==> config.mk <==
export PLATFORM = sky130hd
export DESIGN_NAME = fifo_uart_tx
export DESIGN_NICKNAME = d
export VERILOG_FILES = /design/src/rtl/fifo_uart_pkg.sv /design/src/rtl/uart_bit_timer.sv /design/src/rtl/fifo_uart_tx.sv
export SDC_FILE = /design/constraint.sdc
export NUM_CORES = 1
export LEC_CHECK = 0
export ABC_AREA = 1
export CAP_MARGIN = 15
export CORE_MARGIN = 5
export CORE_UTILIZATION = 40
export CTS_BUF_LIST = sky130_fd_sc_hd__clkbuf_4 sky130_fd_sc_hd__clkbuf_8 sky130_fd_sc_hd__clkbuf_16
export DETAILED_ROUTE_END_ITERATION = 10
export PLACE_DENSITY_LB_ADDON = 0.25
export SYNTH_ARGS = -nofsm -noshare
export SYNTH_HDL_FRONTEND = slang
export SYNTH_SLANG_ARGS = --single-unit
export TNS_END_PERCENT = 1
==> constraint.sdc <==
create_clock -name clk -period 2.2 [get_ports clk]
set_clock_uncertainty 0.15 [all_clocks]
set_input_delay 0.22 -clock clk [delete_from_list [all_inputs] [get_ports clk]]
set_output_delay 0.22 -clock clk [all_outputs]
set_load 0.05 [all_outputs]
==> src/rtl/fifo_uart_pkg.sv <==
// Shared state encoding, widths and parity helper for the FIFO-fed UART transmitter.
package fifo_uart_pkg;

    localparam int DATA_W     = 8;
    localparam int FRAME_BITS = 10;

    typedef enum logic [2:0] {
        ST_IDLE   = 3'd0,
        ST_FETCH  = 3'd1,
        ST_LOAD   = 3'd2,
        ST_START  = 3'd3,
        ST_DATA   = 3'd4,
        ST_PARITY = 3'd5,
        ST_STOP   = 3'd6
    } tx_state_t;

    // Even parity: the returned bit makes the total count of ones even.
    function automatic logic even_parity(input logic [DATA_W-1:0] data);
        even_parity = ^data;
    endfunction

endpackage

==> src/rtl/uart_bit_timer.sv <==
// Per-bit cycle counter; flags the last and second-to-last cycle of each UART bit.
module uart_bit_timer #(
    parameter int CLKS_PER_BIT = 868
) (
    input  logic clk,
    input  logic reset_n,
    input  logic restart,
    output logic bit_end,
    output logic bit_pre_end
);

    localparam int               CNT_W    = $clog2(CLKS_PER_BIT);
    localparam logic [CNT_W-1:0] CNT_ZERO = CNT_W'(0);
    localparam logic [CNT_W-1:0] CNT_ONE  = CNT_W'(1);
    localparam logic [CNT_W-1:0] CNT_LAST = CNT_W'(CLKS_PER_BIT - 1);
    localparam logic [CNT_W-1:0] CNT_PRE  = CNT_W'(CLKS_PER_BIT - 2);

    logic [CNT_W-1:0] cnt_r;
    logic [CNT_W-1:0] cnt_nxt_s;

    // Next count: wraps at the end of a bit, forced to zero on restart.
    always_comb begin
        cnt_nxt_s = CNT_ZERO;
        if (restart || (cnt_r == CNT_LAST)) begin
            cnt_nxt_s = CNT_ZERO;
        end else begin
            cnt_nxt_s = cnt_r + CNT_ONE;
        end
    end

    // Counter plus flags decoded from the next count so they line up with cnt_r.
    always_ff @(posedge clk or negedge reset_n) begin
        if (!reset_n) begin
            cnt_r       <= CNT_ZERO;
            bit_end     <= 1'b0;
            bit_pre_end <= 1'b0;
        end else begin
            cnt_r       <= cnt_nxt_s;
            bit_end     <= (cnt_nxt_s == CNT_LAST);
            bit_pre_end <= (cnt_nxt_s == CNT_PRE);
        end
    end

endmodule

==> src/rtl/fifo_uart_tx.sv <==
// Pops bytes from the upstream FIFO and serialises them as 8N1 / 8E1 UART frames.
module fifo_uart_tx
    import fifo_uart_pkg::*;
#(
    parameter int CLKS_PER_BIT = 868,
    parameter int PARITY_EN    = 0
) (
    input  logic              clk,
    input  logic              reset_n,
    input  logic              enable,
    input  logic              fifo_empty,
    input  logic [DATA_W-1:0] fifo_data,
    output logic              fifo_rd_en,
    output logic              tx,
    output logic              busy,
    output logic              frame_done
);

    localparam logic [2:0] LAST_IDX = 3'(DATA_W - 1);

    tx_state_t         state_r;
    logic [DATA_W-1:0] shreg_r;
    logic [2:0]        bit_idx_r;
    logic              parity_r;
    logic              restart_s;
    logic              start_ok_s;
    logic              bit_end_s;
    logic              bit_pre_end_s;

    uart_bit_timer #(
        .CLKS_PER_BIT (CLKS_PER_BIT)
    ) u_bit_timer (
        .clk         (clk),
        .reset_n     (reset_n),
        .restart     (restart_s),
        .bit_end     (bit_end_s),
        .bit_pre_end (bit_pre_end_s)
    );

    // Hold the timer at zero outside timed states so every bit starts at count 0.
    always_comb begin
        restart_s = 1'b0;
        case (state_r)
            ST_IDLE, ST_FETCH, ST_LOAD: restart_s = 1'b1;
            default:                    restart_s = bit_end_s;
        endcase
    end

    // A new frame may begin only when permitted and the FIFO holds a byte.
    always_comb begin
        start_ok_s = 1'b0;
        if (enable && !fifo_empty) begin
            start_ok_s = 1'b1;
        end else begin
            start_ok_s = 1'b0;
        end
    end

    // Frame sequencer; every output is set on the edge that enters its state.
    always_ff @(posedge clk or negedge reset_n) begin
        if (!reset_n) begin
            state_r    <= ST_IDLE;
            shreg_r    <= {DATA_W{1'b0}};
            bit_idx_r  <= 3'd0;
            parity_r   <= 1'b0;
            tx         <= 1'b1;
            fifo_rd_en <= 1'b0;
            busy       <= 1'b0;
            frame_done <= 1'b0;
        end else begin
            fifo_rd_en <= 1'b0;
            frame_done <= 1'b0;
            case (state_r)
                ST_IDLE: begin
                    tx <= 1'b1;
                    if (start_ok_s) begin
                        state_r    <= ST_FETCH;
                        fifo_rd_en <= 1'b1;
                        busy       <= 1'b1;
                    end else begin
                        busy <= 1'b0;
                    end
                end
                ST_FETCH: begin
                    state_r <= ST_LOAD;
                end
                ST_LOAD: begin
                    // FIFO data is valid the cycle after the read strobe.
                    shreg_r   <= fifo_data;
                    parity_r  <= even_parity(fifo_data);
                    bit_idx_r <= 3'd0;
                    state_r   <= ST_START;
                    tx        <= 1'b0;
                end
                ST_START: begin
                    if (bit_end_s) begin
                        state_r <= ST_DATA;
                        tx      <= shreg_r[0];
                    end
                end
                ST_DATA: begin
                    if (bit_end_s) begin
                        if (bit_idx_r == LAST_IDX) begin
                            if (PARITY_EN != 0) begin
                                state_r <= ST_PARITY;
                                tx      <= parity_r;
                            end else begin
                                state_r <= ST_STOP;
                                tx      <= 1'b1;
                            end
                        end else begin
                            shreg_r   <= {1'b0, shreg_r[DATA_W-1:1]};
                            tx        <= shreg_r[1];
                            bit_idx_r <= bit_idx_r + 3'd1;
                        end
                    end
                end
                ST_PARITY: begin
                    if (bit_end_s) begin
                        state_r <= ST_STOP;
                        tx      <= 1'b1;
                    end
                end
                ST_STOP: begin
                    if (bit_pre_end_s) begin
                        frame_done <= 1'b1;
                    end
                    if (bit_end_s) begin
                        if (start_ok_s) begin
                            state_r    <= ST_FETCH;
                            fifo_rd_en <= 1'b1;
                        end else begin
                            state_r <= ST_IDLE;
                            busy    <= 1'b0;
                        end
                    end
                end
                default: begin
                    state_r <= ST_IDLE;
                    tx      <= 1'b1;
                    busy    <= 1'b0;
                end
            endcase
        end
    end

endmodule

# == Word-level counts from Yosys, hierarchy flattened ==
# Index checks and enable logic that the tools add are counted.
# classes
addsub,2
multipliers,0
div,0
n_lt_le_gt_ge,0
n_eq_ne,18
shifts,0
muxes,30
bitwise_logic,2
n_reduce_logical,12
# op_table
cell,count
$eq A10 B10 Y1 const B,3
$mux W3,8
$pmux W3 S7,1
$mux W8,2
$pmux W8 S2,1
$mux W1,13
$eq A3 B3 Y1 const B,4
$add A10 B1 Y10 const B,1
$mux W10,1
$ne A2 B1 Y1 const B,4
$ne A2 B2 Y1 const B,4
$eq A3 B2 Y1 const B,2
$pmux W3 S2,1
$reduce_and A3 Y1,2
$reduce_and A6 Y1,1
$pmux W1 S5,1
$reduce_or A5 Y1,1
$reduce_and A4 Y1,1
$add A3 B1 Y3 const B,1
$eq A3 B1 Y1 const B,1
$logic_not A3 Y1,1
$pmux W1 S3,1
$reduce_or A3 Y1,1
$not A1 Y1,2
other kinds (6),6
# totals
reg_bits,30
latch_bits,0
mem_bits_rw,0
mem_bits_ro,0
inputBits,12
out_inout_bits,4
word_cells,74
n_memories,0

# == Logic depth before layout (Yosys ltp) ==
# Gate-level depths: netlist of run 1.
# logic_depth
word_depth,6
depth_mapped,11

# == By module ==
# Synthesis of run 1 repeated with hierarchy kept, for this count alone.
# unflattened
cells_unflattened,228
area_unflattened_um2,1789.2
# modules_own_cells
mod,n_inst,cells_per_inst,area_each_um2
fifo_uart_tx,1,140,1117.3
uart_bit_timer,1,88,671.9

# == Least setup slack after synthesis of run 1 ==
# No wires, ideal clock.
# synth_timing
kind,register to register
from,reg bit_idx_r[0]
to,reg shreg_r[2]
setup_ps,74
arrival_ps,1435
t_required_ps,1976
slack_ps,541
stages_incl_launch_ff,8
n_path_buf,1
path_cell_list,dfrtp_1 -> ha_1 -> ha_1 -> or2_4 -> a21oi_4 -> buf_6 -> o211ai_1 -> o21ai_2
# synth_between
elab_chain_cells,3
# synth_rtl
item,line,source
"start, declared",fifo_uart_tx.sv:23,logic [2:0] bit_idx_r;
"start signal, assigned",fifo_uart_tx.sv:114,bit_idx_r <= bit_idx_r + 3'd1;
$eq A3 B3 Y1,fifo_uart_tx.sv:103,if (bit_idx_r == LAST_IDX) begin
$ne A2 B2 Y1 (no line),-,
$reduce_and A3 Y1 (no line),-,
"end signal, assigned",fifo_uart_tx.sv:63,shreg_r <= {DATA_W{1'b0}};
"end signal, assigned",fifo_uart_tx.sv:89,shreg_r <= fifo_data;
"end signal, assigned",fifo_uart_tx.sv:112,"shreg_r <= {1'b0, shreg_r[DATA_W-1:1]};"
"end, declared",fifo_uart_tx.sv:22,logic [DATA_W-1:0] shreg_r;
# No other way between the ends.
# A chain may end at the register's enable or synchronous reset.

# == Final worst setup path of run 1 ==
# layout_timing
from,reg tx
to,out tx
# layout_rtl
item,line,source
"start, declared",fifo_uart_tx.sv:14,"output logic tx,"
"start signal, assigned",fifo_uart_tx.sv:98,tx <= shreg_r[0];
"start signal, assigned",fifo_uart_tx.sv:106,tx <= parity_r;
"start signal, assigned",fifo_uart_tx.sv:113,tx <= shreg_r[1];
# No word-level cell between the ends.

==> flow_summary.yaml, run 1 <==
synthesis:
  synthCells: 203
  synthDistinctLibCells: 32
  synth_top_family_by_area: "simple AND/OR/NAND/NOR gates"
  yosysWarnings: 0
  synth_compound_area_frac: 0.165
  synth.area.mux_share: 0
  synth_top_area_cell: "dfrtp_1"
  synth_flop_cell: "dfrtp_1"
  yosys.area_share.adder: 0.0227
  synth_nets: 218
  yosysTopAreaCellShare: 0.438
  synth_simple_gate_area_frac: 0.255
  synthArstFlopShare: 1.00
  ys_seq_area_frac: 0.454
  synthXorXnorAreaFrac: 0.0106
  synth_area_leaders: "dfrtp_1 (44%), nand2_1 (10%), nor2_1 (6.3%)"
  synth_edf_count: 0
  synth.avg_cell_area_sq_um: 8.16
  syn-cell-area_sq_um: 1660
  ys_ff_latch: 30
global_route:
  grtUsageTotal: 0.127
  grt_max_degree: 31
  grt_overflow: 0
  grt_pass1_vias: 1245
  grt_pass1_wl_mm: 5.33
  antenna_found_initial: 0
sta:
  slew_headroom: 0.673
  drv_slew: 0
  tns_ns: 0
  finalSetupViolations: 0
  setup_ws_ns: 0.231
  layout_min_cycle_time_ns: 1.97
  tightestPinTransition_ns: 0.489
  hold_viol: 0
  clock.fmax_mhz: 508
  rsz0062_at_grt: "false"
  period_share: 0.895
die:
  die_w_um: 74.4
  io_pins: 16
  dieArea_sq_um: 5530
  start_util: 0.414
  core_sq_um: 4000
  rows: 23
  die_h_um: 74.4
pwr:
  power.share.switching: 0.210
  pwr-share-seq: 0.524
  clkPwrFrac: 0.434
  share_comb_of_total_power: 0.042
  leakage_nw: 0.903
  ir_worst_vdd_mv: 0.377
  powerDensity_nw_per_um2: 554
  p_int_mw: 0.848
  p_sw_mw: 0.225
layout:
  layout_commonest_cell: "nand2_1"
  final_cell_mix: "nand2_1 (46), dfrtp_1 (29), nor2_1 (28)"
  syn_to_final_growth_pct: 16.9
  drive_above_1_share: 0.129
  antenna_cells: 0
  fin_nets: 238
  nFillCells: 408
detailed_routing:
  ant_nets: 0
  firstDrtPassIters: 4
  vias: 1318
  routed_via_density: 4.81
  drt-initial-drc-count: 59
  wire_per_inst_um: 10.9
  wl_mm: 3.00
  drc_errors: 0
clock_tree:
  cts_buffer_depth: 2
  numCtsBuffers: 5
  cts-htree-levels: 2
  clk_pin_slew_ns: 0.07
  root_buffer: "clkbuf_8"
  insertion_delay_ns: 0.28
  cts_sinks: 30
  post_cts_buffers: 0
  hold_buffers: 0
  cts_tree: "built"
  cts_resized: 0
place:
  pre_cts_slack_ns: 0.296
  port_buffers: 15
  gp_congestion: 0.813
  dp_hpwl_mm: 2.22
setup_path:
  slowest_delay_ns: 0.79
  cpLargestDelayFamily: "buffers and inverters"
  start_kind: "register"
  crit_path_top_delay_cell: "clkdlybuf4s50_1"
  endpoint_kind: "output port"
  path_cells: "clkdlybuf4s50_1"
  cp.required_ns: 1.83
  path_buf_inv: 1
  worstPathArrival_ns: 1.60
  path_class: "reg -> out"
  crit_fanout: 2
status:
  status: "completed"
min_path:
  worstHoldPathType: "in -> async"
job:
  max_cap_violations: 0
==> per-layer routing <==
| metal | global-route usage | part of all wire | up-vias |
|---|---|---|---|
| li1 | - | - | 697 |
| met2 | 0.184 | 0.42 | 27 |
| met1 | 0.168 | 0.50 | 590 |
| met5 | 0 | 0 | - |
| met3 | 0.0500 | 0.065 | 4 |
| met4 | 0.0593 | 0.015 | 0 |
==> synth_stat cells (2+ instances only) <==
| cell | number |
|---|---|
| a21oi_1 | 3 |
| a21oi_4 | 2 |
| a31oi_1 | 2 |
| buf_6 | 4 |
| dfrtp_1 | 29 |
| ha_1 | 3 |
| inv_1 | 26 |
| nand2_1 | 46 |
| nand2_2 | 3 |
| nand3_1 | 8 |
| nand4_1 | 4 |
| nor2_1 | 28 |
| nor3_1 | 2 |
| o211ai_1 | 5 |
| o21ai_0 | 17 |
| o21ai_2 | 5 |
==> power by group through the flow <==
stage / combinational (mW) / sequential (mW) / clock (mW)
global route: 0.0513 / 0.562 / 0.505
floorplan: 0.0132 / 0.571 / 0
CTS: 0.0470 / 0.562 / 0.483
finish: 0.0452 / 0.562 / 0.466
detailed placement: 0.0468 / 0.572 / 0
global placement: 0.0472 / 0.572 / 0
==> worst register-to-register path: cells and delay by family (launching register included) <==
| kind | cells | cell delay, ns |
|---|---|---|
| compound gates | 3 | 0.40 |
| fa+ha+maj | 2 | 0.37 |
| buf+inv | 1 | 0.26 |
| flops | 1 | 0.39 |
| simple gates | 1 | 0.27 |
==> cells by family after synthesis <==
group                      count (synthesis)
adders and majority gates                  3
AOI/OAI and AO/OA                         40
DFF                                       30
xor gates and xnor gates                   2
buffers and inverters                     32
and+or+nand+nor                           96
==> path summary, 6_finish.rpt <==
path                                    startpoint         end  slack, ns  cells after the start
min reg2reg                u_bit_timer.bit_pre_end  frame_done       0.32                      1
max                                             tx          tx       0.23                      1
min                                        reset_n  shreg_r[7]       0.17                      2
max in group asynchronous                  reset_n          tx       1.42                      2
min in group clk           u_bit_timer.bit_pre_end  frame_done       0.32                      1
max reg2reg                           bit_idx_r[0]  shreg_r[4]       0.29                      7
==> registers in the layout, indices dropped and copies added, names as in the netlist <==
name                     cells
fifo_rd_en                   1
bit_idx_r                    3
u_bit_timer.bit_pre_end      1
tx                           1
frame_done                   1
u_bit_timer.cnt_r           10
shreg_r                      8
state_r                      3
u_bit_timer.bit_end          1
busy                         1
==> layout make-up <==
class                   instances  area [sq um]  share of cell area
flip-flops and latches         30           752               0.388
multi-input cells             141           751               0.388
repair buffers                 18           173              0.0891
inverters                      27           104              0.0536
clock buffers                   7          90.1              0.0465
well taps                      50          62.6              0.0323
clock inverters                 1          5.00             0.00258
==> metrics by stage <==
step                      hold slack (ns)  area, sq um  std cells  total power, mW   util
after floorplan                    -0.226         1660        203            0.585      -
after global placement              0.304         1840        266            0.619  0.460
after detailed placement            0.311         1840        266            0.619  0.460
after CTS                           0.187         1940        274             1.09  0.484
after global routing                0.226         1940        274             1.12  0.484
final                               0.172         1940        274             1.07  0.484
Note: power is estimated with default switching activity, not from simulation.
==> run 2, diff against run 1 <==
Settings changed: PLACE_DENSITY_LB_ADDON 0.25 to default.
==> flow_summary.yaml, run 2 (synthesis results as in run 1) <==
status:
  status: "completed"
setup_path:
  start_kind: "register"
  path_cells: "clkdlybuf4s50_1"
  crit_fanout: 2
  cp.required_ns: 1.83
  r2r_setup_slack_ns: 0.28
  cpLargestDelayFamily: "buffers and inverters"
  crit_path_top_delay_cell: "clkdlybuf4s50_1"
  endpoint_kind: "output port"
  path_buf_inv: 1
  worstPathArrival_ns: 1.60
  path_class: "reg -> out"
  slowest_delay_ns: 0.79
sta:
  drv_slew: 0
  period_share: 0.897
  clock.fmax_mhz: 507
  hold_ws_ns: 0.180
  slew_headroom: 0.671
  hold_viol: 0
  tns_ns: 0
  layout_min_cycle_time_ns: 1.97
  rsz0062_at_grt: "false"
  finalSetupViolations: 0
  tightestPinTransition_ns: 0.492
min_path:
  worstHoldPathType: "in -> async"
global_route:
  grt_pass1_wl_mm: 5.52
  grtUsageTotal: 0.134
  grt_max_degree: 31
  grt_pass1_vias: 1222
  grt_overflow: 0
  antenna_found_initial: 0
detailed_routing:
  firstDrtPassIters: 7
  vias: 1315
  drc_errors: 0
  ant_nets: 0
  wl_mm: 3.09
  drt-initial-drc-count: 81
  wire_per_inst_um: 11.3
  routed_via_density: 4.80
place:
  dp_cells: 266
  port_buffers: 15
  dp_hpwl_mm: 2.27
  gp_congestion: 0.767
clock_tree:
  post_cts_buffers: 0
  cts_tree: "built"
  cts-htree-levels: 2
  cts_buffer_depth: 2
  cts_resized: 0
  numCtsBuffers: 5
  cts_sinks: 30
  clk_pin_slew_ns: 0.06
  root_buffer: "clkbuf_8"
  hold_buffers: 0
  insertion_delay_ns: 0.28
die:
  dieArea_sq_um: 5530
  core_sq_um: 4000
  start_util: 0.414
  rows: 23
  io_pins: 16
  die_w_um: 74.4
  die_h_um: 74.4
layout:
  fin_cells: 274
  antenna_cells: 0
  largest_register_ffs: 10
  top_regs: "u_bit_timer.cnt_r x10, shreg_r x8"
  top_register: "u_bit_timer.cnt_r"
  syn_to_final_growth_pct: 16.7
  fin_nets: 238
  final_cell_mix: "nand2_1 (46), dfrtp_1 (29), nor2_1 (28)"
  layout_commonest_cell: "nand2_1"
  drive_above_1_share: 0.129
pwr:
  ir_worst_vdd_mv: 0.327
  powerDensity_nw_per_um2: 550
  leakage_nw: 0.901
job:
  max_cap_violations: 0
run 2: changes by cell type in the layout (fill, tap and decap cells not counted), sizes merged:
cell and change:
clkbuf +1, clkinv -1
run 2: cell type report:
class	instances	area, sq um
sequential	30	752
timing repair buffer	18	173
fill	396	2070
multi-input combinational	141	751
inverter	27	104
clock buffer	8	91.3
tap	50	62.6
run 2: path summary, 6_finish.rpt:
kind / to / depth (start not counted) / start
setup / recovery: tx / 1 / tx
max in group asynchronous: tx / 2 / reset_n
setup reg to reg: shreg_r[5] / 7 / bit_idx_r[0]
hold reg to reg: busy / 2 / busy
hold / removal: shreg_r[7] / 2 / reset_n
min in group clk: busy / 2 / busy
run 2: per-layer routing:
layer,GRT usage,vias to the layer above,part of all wire
li1,-,698,-
met1,0.184,585,0.51
met2,0.191,26,0.42
met3,0.0486,6,0.053
met4,0.0593,0,0.019
met5,0,-,0
run 2: where the power goes:
group	leakage, nW	internal, mW	switching (mW)	total (mW)
clock network	0.0498	0.261	0.195	0.456
registers	0.363	0.559	0.00261	0.562
logic	0.488	0.0246	0.0212	0.0459
run 2: per-stage QoR:
step | cell area [sq um] | util | power (mW) | setup slack (ns)
after floorplan | 1660 | - | 0.585 | 0.541
after global placement | 1840 | 0.460 | 0.619 | 0.304
after detailed placement | 1840 | 0.460 | 0.620 | 0.276
after CTS | 1930 | 0.483 | 1.09 | 0.204
after global routing | 1930 | 0.483 | 1.12 | 0.134
final | 1930 | 0.483 | 1.06 | 0.227
==> run 3, diff against run 2 <==
Settings changed: CORE_MARGIN 5 to default.
==> flow_summary.yaml, run 3 (synthesis results as in run 1) <==
layout:
  final_cell_mix: "nand2_1 (46), dfrtp_1 (29), nor2_1 (28)"
  fin_nets: 239
  drive_above_1_share: 0.126
  antenna_cells: 0
  final_util: 0.483
  top_register: "u_bit_timer.cnt_r"
  layout_commonest_cell: "nand2_1"
  fin_cells: 273
  nFillCells: 397
  largest_register_ffs: 10
  syn_to_final_growth_pct: 16.6
  top_regs: "u_bit_timer.cnt_r x10, shreg_r x8"
pwr:
  powerDensity_nw_per_um2: 536
  ir_worst_vdd_mv: 0.413
  leakage_nw: 0.900
setup_path:
  endpoint_kind: "output port"
  crit_fanout: 2
  start_kind: "register"
  cp.required_ns: 1.83
  worstPathArrival_ns: 1.59
  path_class: "reg -> out"
  path_buf_inv: 1
  slowest_delay_ns: 0.79
  path_cells: "clkdlybuf4s50_1"
  crit_path_top_delay_cell: "clkdlybuf4s50_1"
  cpLargestDelayFamily: "buffers and inverters"
die:
  die_w_um: 66.4
  rows: 23
  io_pins: 16
  core_sq_um: 4000
  die_h_um: 66.4
  dieArea_sq_um: 4400
  start_util: 0.414
detailed_routing:
  vias: 1325
  routed_via_density: 4.85
  firstDrtPassIters: 4
  drc_errors: 0
  wl_mm: 2.88
  m1WireLength_mm: 1.49
  ant_nets: 0
  drt-initial-drc-count: 38
  wl_met3_um: 120
  wl_met2_mm: 1.22
  wire_per_inst_um: 10.5
  routed.top_layer: "met4"
sta:
  rsz0062_at_grt: "false"
  tightestPinTransition_ns: 0.502
  finalSetupViolations: 0
  drv_slew: 0
  clock.fmax_mhz: 511
  layout_min_cycle_time_ns: 1.96
  setup_ws_ns: 0.243
  period_share: 0.889
  tns_ns: 0
  slew_headroom: 0.663
  hold_viol: 0
clock_tree:
  insertion_delay_ns: 0.28
  hold_buffers: 0
  numCtsBuffers: 5
  clk_pin_slew_ns: 0.06
  cts-htree-levels: 2
  cts_buffer_depth: 2
  post_cts_buffers: 0
  root_buffer: "clkbuf_8"
  cts_tree: "built"
  cts_sinks: 30
  cts_resized: 0
place:
  dp_hpwl_mm: 2.08
  port_buffers: 15
  gp_congestion: 0.772
  pre_cts_slack_ns: 0.338
  dp_cells: 267
global_route:
  grt_max_degree: 31
  grt_pass1_wl_mm: 5.13
  antenna_found_initial: 0
  grtUsageTotal: 0.159
  grt_overflow: 0
  grt_pass1_vias: 1162
job:
  max_cap_violations: 0
status:
  status: "completed"
min_path:
  worstHoldPathType: "in -> async"
[run 3: area by class of cell]
class,count,area (sq um),share of cell area
sequential,30,752,0.389
multi-input combinational,141,751,0.389
timing repair buffer,19,180,0.0933
inverter,27,104,0.0538
clock buffer,6,82.6,0.0427
tap,50,62.6,0.0324
[run 3: stage by stage]
stage / power [mW] / hold slack, ns / area, sq um
2_1_floorplan: 0.585 / -0.226 / 1660
3_3_place_gp: 0.619 / 0.307 / 1850
6_report: 1.04 / 0.185 / 1930
4_1_cts: 1.05 / 0.191 / 1930
3_5_place_dp: 0.619 / 0.308 / 1850
5_1_grt: 1.08 / 0.215 / 1930
[run 3: layer usage]
| metal | GRT usage | vias up |
|---|---|---|
| li1 | - | 699 |
| met4 | 0.0638 | 0 |
| met1 | 0.212 | 593 |
| met3 | 0.0569 | 5 |
| met2 | 0.231 | 28 |
| met5 | 0 | - |
[run 3: path summary, 6_finish.rpt]
| path | startpoint | endpoint | slack, ns | cells past startpoint |
|---|---|---|---|---|
| min in group clk | u_bit_timer.bit_pre_end | frame_done | 0.32 | 1 |
| min | reset_n | bit_idx_r[2] | 0.18 | 2 |
| max | tx | tx | 0.24 | 1 |
| min reg2reg | u_bit_timer.bit_pre_end | frame_done | 0.32 | 1 |
| max reg2reg | bit_idx_r[0] | bit_idx_r[0] | 0.33 | 7 |
| max in group asynchronous | reset_n | tx | 1.40 | 2 |
[run 3: power breakdown]
group	switching (mW)	internal, mW	total, mW
sequential	0.00262	0.559	0.562
clock	0.188	0.241	0.429
combinational	0.0211	0.0246	0.0457
